### src/rtl/clk_pkg.sv
// Shared definitions for the set-time controller and the counter bank address decoders.
package clk_pkg;

    typedef enum logic [2:0] {
        ST_RUN        = 3'd0,
        ST_EDIT_MIN   = 3'd1,
        ST_COMMIT_MIN = 3'd2,
        ST_EDIT_SEC   = 3'd3,
        ST_COMMIT_SEC = 3'd4
    } state_t;

    localparam logic [1:0] ADDR_SEC  = 2'b00;
    localparam logic [1:0] ADDR_MIN  = 2'b01;
    localparam logic [1:0] ADDR_NONE = 2'b11;

    localparam int unsigned MAX_VAL_DEF = 59;

    function automatic logic is_edit(input state_t s);
        return (s == ST_EDIT_MIN) || (s == ST_EDIT_SEC);
    endfunction

endpackage

### src/rtl/mod_updown.sv
// Wrap-around +1/-1 on a 6-bit field value; out-of-range inputs recover to 0.
module mod_updown
    import clk_pkg::*;
#(
    parameter int unsigned MAX_VAL = MAX_VAL_DEF
) (
    input  logic [5:0] val_in,
    output logic [5:0] val_inc,
    output logic [5:0] val_dec
);

    localparam logic [5:0] MAX_V = 6'(MAX_VAL);

    always_comb begin
        val_inc = (val_in >= MAX_V) ? 6'd0 : val_in + 6'd1;
        if (val_in == 6'd0) begin
            val_dec = MAX_V;
        end else if (val_in > MAX_V) begin
            val_dec = 6'd0;
        end else begin
            val_dec = val_in - 6'd1;
        end
    end

endmodule

### src/rtl/clock_set_ctrl.sv
// Set-time controller: edits minutes then seconds and writes each into the counter bank.
//   state         | meaning
//   ST_RUN        | clock running, buttons other than mode ignored
//   ST_EDIT_MIN   | editing minutes, blink active
//   ST_COMMIT_MIN | one-cycle write of minutes
//   ST_EDIT_SEC   | editing seconds, blink active
//   ST_COMMIT_SEC | one-cycle write of seconds
module clock_set_ctrl
    import clk_pkg::*;
#(
    parameter int unsigned MAX_VAL       = MAX_VAL_DEF,
    parameter int unsigned TIMEOUT_TICKS = 30,
    parameter int unsigned TO_W          = 5
) (
    input  logic       clk,
    input  logic       reset,
    input  logic       tc_time_base,
    input  logic       btn_mode,
    input  logic       btn_up,
    input  logic       btn_down,
    input  logic [5:0] seconds_in,
    input  logic [5:0] minutes_in,
    output logic       load,
    output logic [1:0] addrs,
    output logic [5:0] data_out,
    output logic       set_active,
    output logic       blink,
    output logic [5:0] edit_value
);

    localparam logic [TO_W-1:0] TO_LAST = TO_W'(TIMEOUT_TICKS - 1);

    state_t          state_q, state_d;
    logic [5:0]      edit_q, edit_d;
    logic [TO_W-1:0] cnt_q, cnt_d;
    logic            blink_q, blink_d;
    logic            load_q, load_d;
    logic [1:0]      addrs_q, addrs_d;
    logic [5:0]      data_q, data_d;
    logic            set_active_q, set_active_d;
    logic [5:0]      val_inc, val_dec;

    mod_updown #(.MAX_VAL(MAX_VAL)) u_updown (
        .val_in  (edit_q),
        .val_inc (val_inc),
        .val_dec (val_dec)
    );

    always_comb begin
        state_d = state_q;
        edit_d  = edit_q;
        cnt_d   = '0;
        case (state_q)
            ST_RUN: begin
                if (btn_mode) begin
                    state_d = ST_EDIT_MIN;
                    edit_d  = minutes_in;
                end
            end
            ST_EDIT_MIN, ST_EDIT_SEC: begin
                // Any button restarts the timeout, even on the final tick.
                if (btn_mode) begin
                    state_d = (state_q == ST_EDIT_MIN) ? ST_COMMIT_MIN : ST_COMMIT_SEC;
                end else if (btn_up && !btn_down) begin
                    edit_d = val_inc;
                end else if (btn_down && !btn_up) begin
                    edit_d = val_dec;
                end else if (btn_up || btn_down) begin
                    edit_d = edit_q;
                end else if (tc_time_base) begin
                    if (cnt_q >= TO_LAST) begin
                        state_d = ST_RUN;
                    end else begin
                        cnt_d = cnt_q + TO_W'(1);
                    end
                end else begin
                    cnt_d = cnt_q;
                end
            end
            ST_COMMIT_MIN: begin
                state_d = ST_EDIT_SEC;
                edit_d  = seconds_in;
            end
            ST_COMMIT_SEC: begin
                state_d = ST_RUN;
            end
            default: begin
                state_d = ST_RUN;
            end
        endcase
    end

    // Outputs are registered from the next state so they line up with state_q.
    always_comb begin
        load_d       = 1'b0;
        addrs_d      = ADDR_NONE;
        data_d       = 6'd0;
        set_active_d = is_edit(state_d);
        blink_d      = 1'b0;
        if (state_d == ST_COMMIT_MIN) begin
            load_d  = 1'b1;
            addrs_d = ADDR_MIN;
            data_d  = edit_q;
        end else if (state_d == ST_COMMIT_SEC) begin
            load_d  = 1'b1;
            addrs_d = ADDR_SEC;
            data_d  = edit_q;
        end
        if (is_edit(state_d)) begin
            if (!is_edit(state_q)) begin
                blink_d = 1'b1;
            end else if (tc_time_base) begin
                blink_d = ~blink_q;
            end else begin
                blink_d = blink_q;
            end
        end
    end

    always_ff @(posedge clk or negedge reset) begin
        if (!reset) begin
            state_q      <= ST_RUN;
            edit_q       <= 6'd0;
            cnt_q        <= '0;
            blink_q      <= 1'b0;
            load_q       <= 1'b0;
            addrs_q      <= ADDR_NONE;
            data_q       <= 6'd0;
            set_active_q <= 1'b0;
        end else begin
            state_q      <= state_d;
            edit_q       <= edit_d;
            cnt_q        <= cnt_d;
            blink_q      <= blink_d;
            load_q       <= load_d;
            addrs_q      <= addrs_d;
            data_q       <= data_d;
            set_active_q <= set_active_d;
        end
    end

    assign load       = load_q;
    assign addrs      = addrs_q;
    assign data_out   = data_q;
    assign set_active = set_active_q;
    assign blink      = blink_q;
    assign edit_value = edit_q;

endmodule

### config.mk
export PLATFORM = sky130hd
export DESIGN_NAME = clock_set_ctrl
export DESIGN_NICKNAME = d
export VERILOG_FILES = /design/src/rtl/clk_pkg.sv /design/src/rtl/mod_updown.sv /design/src/rtl/clock_set_ctrl.sv
export SDC_FILE = /design/constraint.sdc
export NUM_CORES = 1
export LEC_CHECK = 0
export BUFFER_PORTS_ARGS = -buffer_cell sky130_fd_sc_hd__buf_2
export CORE_ASPECT_RATIO = 1.1
export CORE_MARGIN = 3
export CORE_UTILIZATION = 54
export DETAILED_ROUTE_END_ITERATION = 10
export GPL_ROUTABILITY_DRIVEN = 0
export PLACE_DENSITY = 0.89
export SLEW_MARGIN = 10
export SYNTH_ARGS = -nofsm -noshare
export SYNTH_HDL_FRONTEND = slang
export SYNTH_SLANG_ARGS = --single-unit
### constraint.sdc
create_clock -name clk -period 2.3 [get_ports clk]
set_clock_uncertainty 0.2 [all_clocks]
set_input_delay 0.46 -clock clk [delete_from_list [all_inputs] [get_ports clk]]
set_output_delay 0.46 -clock clk [all_outputs]
set_load 0.01 [all_outputs]
# --- Word-level counts from Yosys, hierarchy flattened ---
# Index checks and enable logic that the tools add are counted.
# Widths: inputs -> output; s select.
word_totals:
  out_inout_bits: 17
  word_cells: 72
  inputBits: 18
  regBits: 25
op_classes:
  n_bitwise: 1
  n_addsub: 3
  n_eq_ne: 12
  order_cmp: 3
  n_mux: 33
  n_reduce_logical: 12
op_table:
  columns: ["op", "n"]
  rows:
  - ["$mux 6", 9]
  - ["$mux 5", 7]
  - ["$mux 3", 8]
  - ["$pmux 6 s3", 1]
  - ["$eq 3x2->1 const B", 4]
  - ["$pmux 3 s3", 1]
  - ["$add 6x1->6 const B", 1]
  - ["$eq 3x1->1 const B", 2]
  - ["$ge 6x6->1 const B", 1]
  - ["$gt 6x6->1 const B", 1]
  - ["$logic_not 6->1", 1]
  - ["$ne 3x3->1 const B", 2]
  - ["$ne 6x6->1 const B", 1]
  - ["$sub 6x1->6 const B", 1]
  - ["$add 5x1->5 const B", 1]
  - ["$ge 5x5->1 const B", 1]
  - ["$mux 1", 5]
  - ["$mux 2", 2]
  - ["$ne 2x2->1 const B", 2]
  - ["$reduce_and 4->1", 1]
  - ["$eq 3x3->1 const B", 1]
  - ["$logic_not 3->1", 1]
  - ["$logic_or 1x1->1", 3]
  - ["$reduce_bool 3->1", 1]
  - ["other kinds (4)", 6]

# --- Logic depth before layout (Yosys ltp) ---
# Gate-level depths: netlist (run 1).
depth:
  depth_word: 11
  mapped_depth: 7
  ltp_nobuf: 6

# --- Modules after synthesis ---
# From an unflattened synthesis (run 1), not the netlist that was laid out.
hier_totals:
  cells_unflattened: 185
  area_unflattened_um2: 1694.1
modules_own_cells:
  columns: ["mod", "area_each_um2", "cells_per_inst", "n_inst", "seq_area_each_um2"]
  rows:
  - ["clock_set_ctrl", 1353.8, 129, 1, 628.1]
  - ["mod_updown", 340.3, 56, 1, 0.0]

# --- Worst setup path after synthesis (run 1) ---
# Ideal clock, no wire load.
synth_timing:
  kind: "input-to-reg"
  start: "input btn_up"
  end: "register cnt_q[2]"
  setup_time_ps: 96
  arrival_ps: 1686
  required_time_ps: 2004
  path_slack_ps: 318
  cell_stages: 5
  cell_sequence: "inv_1 ha_1 or3b_4 or2_1 a311oi_2"
synth_between:
  elab_chain_len: 6
  elab_cells_between_ends: 10
  cone_classes: "eq/ne (1); mux (5); reduce/logical (4)"
synth_rtl:
  columns: ["item", "line_no", "source"]
  rows:
  - ["start: declaration", "clock_set_ctrl.sv:19", "input logic btn_up,"]
  - ["$logic_or 1x1->1 / $logic_not 1->1 (equally long branches)", "clock_set_ctrl.sv:68, clock_set_ctrl.sv:66", null]
  - ["$mux 5 / $logic_and 1x1->1 (equally long branches)", "clock_set_ctrl.sv:68, clock_set_ctrl.sv:66", null]
  - ["$mux 5", "clock_set_ctrl.sv:66", "end else if (btn_down && !btn_up) begin"]
  - ["$mux 5", "clock_set_ctrl.sv:64", "end else if (btn_up && !btn_down) begin"]
  - ["$mux 5", "clock_set_ctrl.sv:62", "if (btn_mode) begin"]
  - ["$mux 5", "clock_set_ctrl.sv:53", "case (state_q)"]
  - ["end signal: assignment", "clock_set_ctrl.sv:133", "cnt_q <= cnt_d;"]
  - ["end: declaration", "clock_set_ctrl.sv:35", "logic [TO_W-1:0] cnt_q, cnt_d;"]
# Parallel ways exist; a longest one is shown, timed or not.
# A chain may end at the register's enable or synchronous reset.

# --- Final worst setup path (run 1) ---
layout_timing:
  start: "register edit_q[1], in the netlist edit_value[1]"
  end: "register edit_q[1], in the netlist edit_value[1]"
layout_between:
  elab_chain_len: 7
  elab_cells_between_ends: 12
  cone_classes: "add/sub (2); order compare (2); mux (7); reduce/logical (1)"
layout_rtl:
  columns: ["item", "line_no", "source"]
  rows:
  - ["start: declaration", "clock_set_ctrl.sv:34", "logic [5:0] edit_q, edit_d;"]
  - ["start signal: assignment", "clock_set_ctrl.sv:132", "edit_q <= edit_d;"]
  - ["$sub 6x1->6 / $gt 6x6->1 (equally long branches)", "mod_updown.sv:21, mod_updown.sv:18", null]
  - ["$mux 6", "mod_updown.sv:18", "end else if (val_in > MAX_V) begin"]
  - ["$mux 6", "mod_updown.sv:16", "if (val_in == 6'd0) begin"]
  - ["$mux 6", "clock_set_ctrl.sv:66", null]
  - ["$mux 6 *", "clock_set_ctrl.sv:64", null]
  - ["$mux 6 *", "clock_set_ctrl.sv:62", null]
  - ["$pmux 6 s3 *", "clock_set_ctrl.sv:53", null]
# Mark *: on every way between the ends. The rest lies on a longest branch, timed or not. The select of a mux whose other input is x is not followed.

==> results of run 1 <==
==> what timing repair did <==
item	4_1_cts	5_1_grt
buffers inserted	0	0
endpoints found under the hold margin	23	0
hold buffers	1	0
==> state kept, by name, summed over array words and instances (netlist names) <==
name,flops
cnt_q,5
addrs,2
load,1
data_out,6
state_q,3
set_active,1
edit_value,6
blink,1
==> Yosys cell counts (2+ instances only) <==
cell,n,area (um^2)
and2_1,2,12.5
or2_1,2,12.5
a211o_1,2,17.5
a21oi_1,10,50.1
o211ai_1,3,22.5
buf_2,5,25.0
o22a_1,2,17.5
clkbuf_1,2,7.51
dfrtp_1,23,576
nand4_1,3,18.8
o2111ai_1,2,17.5
o21ai_0,6,30.0
nand2_1,9,33.8
nor2_1,14,52.6
o22ai_1,2,12.5
ha_1,7,87.6
nand3_1,8,40.0
nor3b_1,3,22.5
and3_1,3,18.8
xnor2_1,2,17.5
o21ai_1,5,25.0
mux2i_1,2,20.0
nor2b_1,7,43.8
nand3b_1,4,30.0
inv_1,11,41.3
dfstp_2,2,52.6
a21boi_2,2,22.5
==> worst register-to-register path, cell delays in order, from the launching register on <==
cell,delay [ps]
dfrtp_1,500
inv_1,110
ha_1,240
nor3b_1,300
a21boi_0,180
o41ai_2,310
o22a_1,160
==> layout make-up <==
type | count | area [um^2]
clock inverters | 1 | 8.76
clock buffers | 3 | 22.5
multi-input cells | 129 | 916
well taps | 33 | 41.3
flip-flops and latches | 25 | 628
inverters | 12 | 45.0
fillers | 258 | 963
repair buffers | 38 | 203
==> worst max path at each step <==
stage	startpoint	end	slack, ps	cells past startpoint
final	edit_value[1]$_DFFE_PN0P_	edit_value[1]$_DFFE_PN0P_	260	6
after detailed placement	btn_up	cnt_q[2]$_DFFE_PN0P_	140	6
after global routing	edit_value[1]$_DFFE_PN0P_	edit_value[1]$_DFFE_PN0P_	60	6
after CTS	edit_value[1]$_DFFE_PN0P_	edit_value[1]$_DFFE_PN0P_	260	6
after global placement	btn_up	cnt_q[2]$_DFFE_PN0P_	200	6
after floorplan	btn_up	cnt_q[2]$_DFFE_PN0P_	320	5
==> where the power goes <==
part | leakage [nW] | switching (mW) | total (mW) | internal [mW]
combinational | 0.528 | 0.562 | 1.04 | 0.475
sequential | 0.319 | 0.233 | 0.806 | 0.573
clock | 0.0183 | 0.144 | 0.215 | 0.0710
total | 0.865 | 0.939 | 2.06 | 1.12
==> metal layers <==
| layer | global-route usage (%) | up-vias | share of wire [%] |
|---|---|---|---|
| li1 | - | 707 | - |
| met1 | 28.2 | 683 | 41 |
| met2 | 35.9 | 51 | 51 |
| met3 | 2.87 | 9 | 5.8 |
| met4 | 8.99 | 0 | 1.8 |
| met5 | 0 | - | 0 |
==> logic make-up (layout without fill, tap and decap cells) <==
| group | after synthesis | in the layout |
|---|---|---|
| fa+ha+maj | 7 | 7 |
| buf+inv | 21 | 54 |
| mux | 3 | 3 |
| simple gates | 65 | 65 |
| xor+xnor | 3 | 3 |
| flops | 25 | 25 |
| compound gates | 51 | 51 |
==> flow_summary_export.csv, run 1 <==
group,metric,value,unit
run_status,status,"finished clean",
min_path,hold_path.class,"primary input to flop",
clock_network,clk_pin_slew,150,ps
critical_path,reg2reg_from,"edit_value[1]$_DFFE_PN0P_",
grt,grt_start_max_net_pins,26,
critical_path,arrival,2130,ps
layout,final_nets,234,
layout,layout_common_cells,"buf_2 (34), dfrtp_1 (23), nor2_1 (14)",
logic_synthesis,synth_seq_area_share,38.5,%
pwr,p_leak,0.865,nW
layout,syn2layout_area_growth,14.2,%
layout,final_common_cell,"buf_2",
logic_synthesis,netlist_area,1630,um^2
placement,placed_cell_area,1820,um^2
drt,routed_wl,3560,um
drt,post_drt_wl_per_cell,14.8,um
placement,dp_cells,236,
logic_synthesis,ys_async_sr_fraction,100,%
floorplanning,ioPinCount,35,
layout,design_area,1860,um^2
placement,dp_hpwl,2670,um
drt,ant_nets,0,
logic_synthesis,synth_compound_gate_area_share,23.8,%
timing,rsz0062_at_grt,"false",
logic_synthesis,synth.area.mux_share,1.92,%
layout,antenna_cells,0,
critical_path,r2r-end,"edit_value[1]$_DFFE_PN0P_",
timing,hold_violations,0,
critical_path,required,2380,ps
clock_network,ctsHtreeMaxLevel,1,
clock_network,cts_resized,0,
logic_synthesis,synth_top_family_by_area,"compound AO/OA/AOI/OAI gates",
floorplanning,die_w,58.4,um
logic_synthesis,synthXorXnorAreaFrac,1.61,%
logic_synthesis,ys_types,59,
placement,port_buffers,34,
min_path,hold_depth,2,
clock_network,cts_buffers,3,
grt,grt_pass1_vias,1401,
placement,dp_slack,140,ps
critical_path,critPathBufInv,1,
logic_synthesis,synthSimpleGateAreaFrac,23.4,%
logic_synthesis,synth_seq_cells,25,
pwr,ir_worst_vdd,0.676,mV
timing,worst_pin_slew,564,ps
timing,clock.fmax,489,MHz
clock_network,clock-root-buffer,"clkbuf_4",
timing,hold_ws,211,ps
critical_path,crit_fanout,8,
clock_network,cts_sinks,25,
clock_network,clk_latency,330,ps
layout,final_cell_count_no_fill,241,
pwr,totalPowerFinal,2.06,mW
clock_network,cts_tree,"built",
critical_path,rrSetupSlack,260,ps
timing,post-route-worst-setup-slack,257,ps
timing,min_period,2040,ps
min_path,worstHoldEndpoint,"cnt_q[2]$_DFFE_PN0P_",
timing,setup_tns,0,ps
grt,grt-ovfl-total,0,
critical_path,path_class,"flop to flop",
critical_path,critPathTopFamily,"compound AO/OA/AOI/OAI gates",
drt,vias,1450,
flow_run,maxCapViolCount,0,
logic_synthesis,yosysWarnings,0,
critical_path,cp_slowest_cell,"dfrtp_1",
critical_path,path_cells,"inv_1 > ha_1 > nor3b_1 > a21boi_0 > o41ai_2 > o22a_1",
timing,drv_slew,0,
floorplanning,num_rows,20,
clock_network,clockBufferDepth,2,
timing,min_period_over_period,88.8,%
floorplanning,fp.dieH,63.7,um
logic_synthesis,synth_fp_nets,200,
logic_synthesis,synthFlopType,"dfrtp_1",
critical_path,critPathMaxStageDelay,500,ps
floorplanning,dieArea,3720,um^2
timing,setup_viol,0,
logic_synthesis,avgSynthCellArea,9.33,um^2
drt,drc_errors,0,
pwr,power_density,1100,nW/um^2
critical_path,end_kind,"flop",
grt,grt_usage,21.8,%
drt,vias_per_cell,6.02,
grt,grt_pass1_wl,6340,um
layout,final_util,65.9,%
layout,final_layout_size_suffix_gt1_share,27.4,%
logic_synthesis,synthAdderAreaFrac,5.36,%
logic_synthesis,syn_inst,175,
critical_path,start_kind,"flop",
floorplanning,initial_core_util,57.7,%
timing,max-slew-margin-rel,62.4,%
floorplanning,design.core.area,2830,um^2
logic_synthesis,synth_edf_count,0,
min_path,min_from,"btn_mode",
critical_path,ff2ff_path_depth,6,
grt,antenna_found_initial,0,
drt,drt_iter0_drc,67,
drt,drt_pre_antenna_iters,4,
(Power assumes the default switching activity.)
==> run 2: changes to the inputs <==
--- a/config.mk
+++ b/config.mk
@@ -5,10 +5,11 @@
 export SDC_FILE = /design/constraint.sdc
 export NUM_CORES = 1
 export LEC_CHECK = 0
+export ABC_AREA = 1
 export BUFFER_PORTS_ARGS = -buffer_cell sky130_fd_sc_hd__buf_2
 export CORE_ASPECT_RATIO = 1.1
 export CORE_MARGIN = 3
-export CORE_UTILIZATION = 54
+export CORE_UTILIZATION = 53
 export DETAILED_ROUTE_END_ITERATION = 10
 export GPL_ROUTABILITY_DRIVEN = 0
 export PLACE_DENSITY = 0.89
==> run 2 against run 1 <==
  * Clock-buffer cell count rose by 1
  * First-iteration DRC count fell by 30%
  * Sequential share of layout area rose by 2.9 points
  * Sequential power fell by 8.3%
  * Setup slack improved by 270 ps
  * Final area fell by 7.9%
  * Via count fell by 3.7%
  * Area after synthesis fell by 8.9%
  * Routed wire length fell by 15%
  * Flip-flop and latch count did not move
  * Combinational power barely moved
  * Highest routed layer unchanged
==> flow_summary_export.csv, run 2 <==
group,metric,value,unit
timing,clock.fmax,563,MHz
critical_path,path_class,"flop to flop",
drt,drc_errors,0,
logic_synthesis,yosysWarnings,0,
grt,grt_use_met2,35.3,%
critical_path,arrival,1790,ps
logic_synthesis,syn_inst,196,
layout,multi_input_area,738,um^2
pwr,p_leak,0.932,nW
grt,grt_use_met3,2.10,%
layout,final_util,66.2,%
grt,grt_pass1_wl,5290,um
grt,antenna_found_initial,0,
layout,fillers,224,
layout,layout_common_cells,"nand2_1 (41), buf_2 (34), nor2_1 (27)",
critical_path,start_kind,"flop",
floorplanning,fp.dieH,61.6,um
clock_network,clockBufferDepth,2,
logic_synthesis,ys_async_sr_fraction,100,%
min_path,min_from,"btn_mode",
logic_synthesis,synth_edf_count,0,
flow_run,maxCapViolCount,0,
drt,ant_nets,0,
clock_network,cts_buffers,3,
placement,port_buffers,34,
logic_synthesis,synthMostInstantiatedCell,"nand2_1",
drt,post_drt_wl_per_cell,11.5,um
logic_synthesis,ys_top_cells_by_area,"dfrtp_1 (39%), nand2_1 (10%), nor2_1 (6.8%)",
timing,worst_pin_slew,533,ps
layout,final_common_cell,"nand2_1",
drt,vias,1396,
logic_synthesis,synth_fp_nets,221,
layout,final_layout_size_suffix_gt1_share,21.5,%
placement,dp_hpwl,2390,um
timing,min_period_over_period,77.3,%
placement,placed_cell_area,1680,um^2
logic_synthesis,ys_types,27,
timing,drv_slew,0,
clock_network,cts_sinks,25,
floorplanning,ioPinCount,35,
clock_network,clock-root-buffer,"clkbuf_4",
logic_synthesis,avgSynthCellArea,7.59,um^2
clock_network,clk_latency,310,ps
layout,final_nets,259,
grt,grt_usage,19.1,%
logic_synthesis,synthFlopType,"dfrtp_1",
timing,rsz0062_at_grt,"false",
run_status,status,"finished clean",
clock_network,cts_setup_buffers,0,
timing,hold_ws,202,ps
logic_synthesis,yosysTopAreaCell,"dfrtp_1",
floorplanning,design.core.area,2590,um^2
critical_path,crit_fanout,12,
timing,min_period,1780,ps
clock_network,clk_pin_slew,130,ps
grt,met1_usage,23.2,%
floorplanning,die_w,56.5,um
drt,vias_per_cell,5.29,
logic_synthesis,synth_seq_cells,25,
timing,max-slew-margin-rel,64.5,%
floorplanning,initial_core_util,57.4,%
logic_synthesis,synth_commonest_cells,"nand2_1 (41), nor2_1 (27), inv_1 (24), dfrtp_1 (23), nand3_1 (19)",
grt,grt_pass1_vias,1259,
grt,top_usage_layer,"met2",
clock_network,ctsHtreeMaxLevel,1,
logic_synthesis,netlist_area,1490,um^2
critical_path,end_kind,"flop",
critical_path,reg2reg_from,"state_q[2]$_DFF_PN0_",
timing,setup_viol,0,
min_path,hold_path.class,"primary input to flop",
grt,grt_start_max_net_pins,26,
layout,design_area,1720,um^2
logic_synthesis,netlist.area_leader.share,38.7,%
pwr,totalPowerFinal,1.99,mW
floorplanning,dieArea,3480,um^2
timing,setup_tns,0,ps
min_path,hold_depth,2,
drt,routed_wl,3030,um
layout,seqCellArea,628,um^2
pwr,power_density,1160,nW/um^2
layout,syn2layout_area_growth,15.4,%
min_path,worstHoldEndpoint,"addrs[0]$_DFF_PN1_",
floorplanning,num_rows,19,
clock_network,cts_tree,"built",
grt,grt-ovfl-total,0,
critical_path,rrSetupSlack,520,ps
critical_path,r2r-end,"edit_value[4]$_DFFE_PN0P_",
drt,drt_pre_antenna_iters,4,
timing,hold_violations,0,
critical_path,required,2310,ps
critical_path,ff2ff_path_depth,6,
pwr,ir_worst_vdd,0.779,mV
layout,antenna_cells,0,
drt,drt_iter0_drc,47,
logic_synthesis,synth_seq_area_share,42.2,%
-- run 2: cell count changes after synthesis, sizes merged, moves of 3 or more --
| cell | change |
|---|---|
| o211ai | -3 |
| nor3b | -3 |
| nand3b | -3 |
| nand2 | +34 |
| and3 | -3 |
| a21oi | +6 |
| nor2b | -7 |
| inv | +16 |
| a21boi | -4 |
| nand3 | +11 |
| nor2 | +15 |
| buf | -5 |
-- run 2: cells by family (layout without fill, tap and decap cells) --
logic type	after synthesis	in the layout	synth area share (%)
simple gates	99	99	30.3
flops	25	25	42.2
xor+xnor	2	2	1.18
fa+ha+maj	7	7	5.89
compound gates	32	32	11.6
buf+inv	30	67	8.16
mux	1	1	0.673
-- run 2: how the worst max path moves through the flow --
stage                          from                         to  slack (ps)  cells after the start
2_1_floorplan                btn_up  edit_value[3]$_DFFE_PN0P_         650                      8
3_3_place_gp                 btn_up  edit_value[1]$_DFFE_PN0P_         370                      8
3_5_place_dp                 btn_up  edit_value[2]$_DFFE_PN0P_         310                      8
4_1_cts        state_q[2]$_DFF_PN0_  edit_value[2]$_DFFE_PN0P_         520                      6
5_1_grt        state_q[2]$_DFF_PN0_  edit_value[2]$_DFFE_PN0P_         370                      4
6_report       state_q[2]$_DFF_PN0_  edit_value[4]$_DFFE_PN0P_         520                      6
-- run 2: area by class of cell --
type,instances,share of cell area (%)
Sequential cell,25,36.6
Timing Repair Buffer,35,10.5
Inverter,28,6.12
Clock buffer,4,1.53
Tap cell,31,2.26
Multi-Input combinational cell,141,43.0
-- run 2: worst max-delay path: stages (launching register included) --
cell     delay (ps)
dfrtp_1         500
nor2_8          200
nand2_4          70
o21ai_2         380
nand2_1         100
a21oi_1         150
a21oi_1          80
-- run 2: repair_timing --
action                                 4_1_cts  5_1_grt
resized for setup                            0        0
endpoints found under the hold margin       23        0
hold buffers                                 1        0
-- run 2: per-stage QoR --
stage	setup WS [ps]	cells
2_1_floorplan	653	196
3_3_place_gp	372	259
3_5_place_dp	310	259
4_1_cts	517	264
5_1_grt	374	264
6_report	522	264
-- run 2: layer usage --
layer  vias to the layer above  routed length [um]
li1                        710                   -
met3                         6                 156
met5                         -                   0
met1                       639                1240
met2                        41                1570
met4                         0                  57
-- run 2: report_power, final --
group	total, mW	switching, mW	internal (mW)	leakage (nW)
sequential	0.739	0.155	0.584	0.314
clock	0.189	0.122	0.0677	0.0150
combinational	1.06	0.667	0.391	0.603
total	1.99	0.943	1.04	0.932
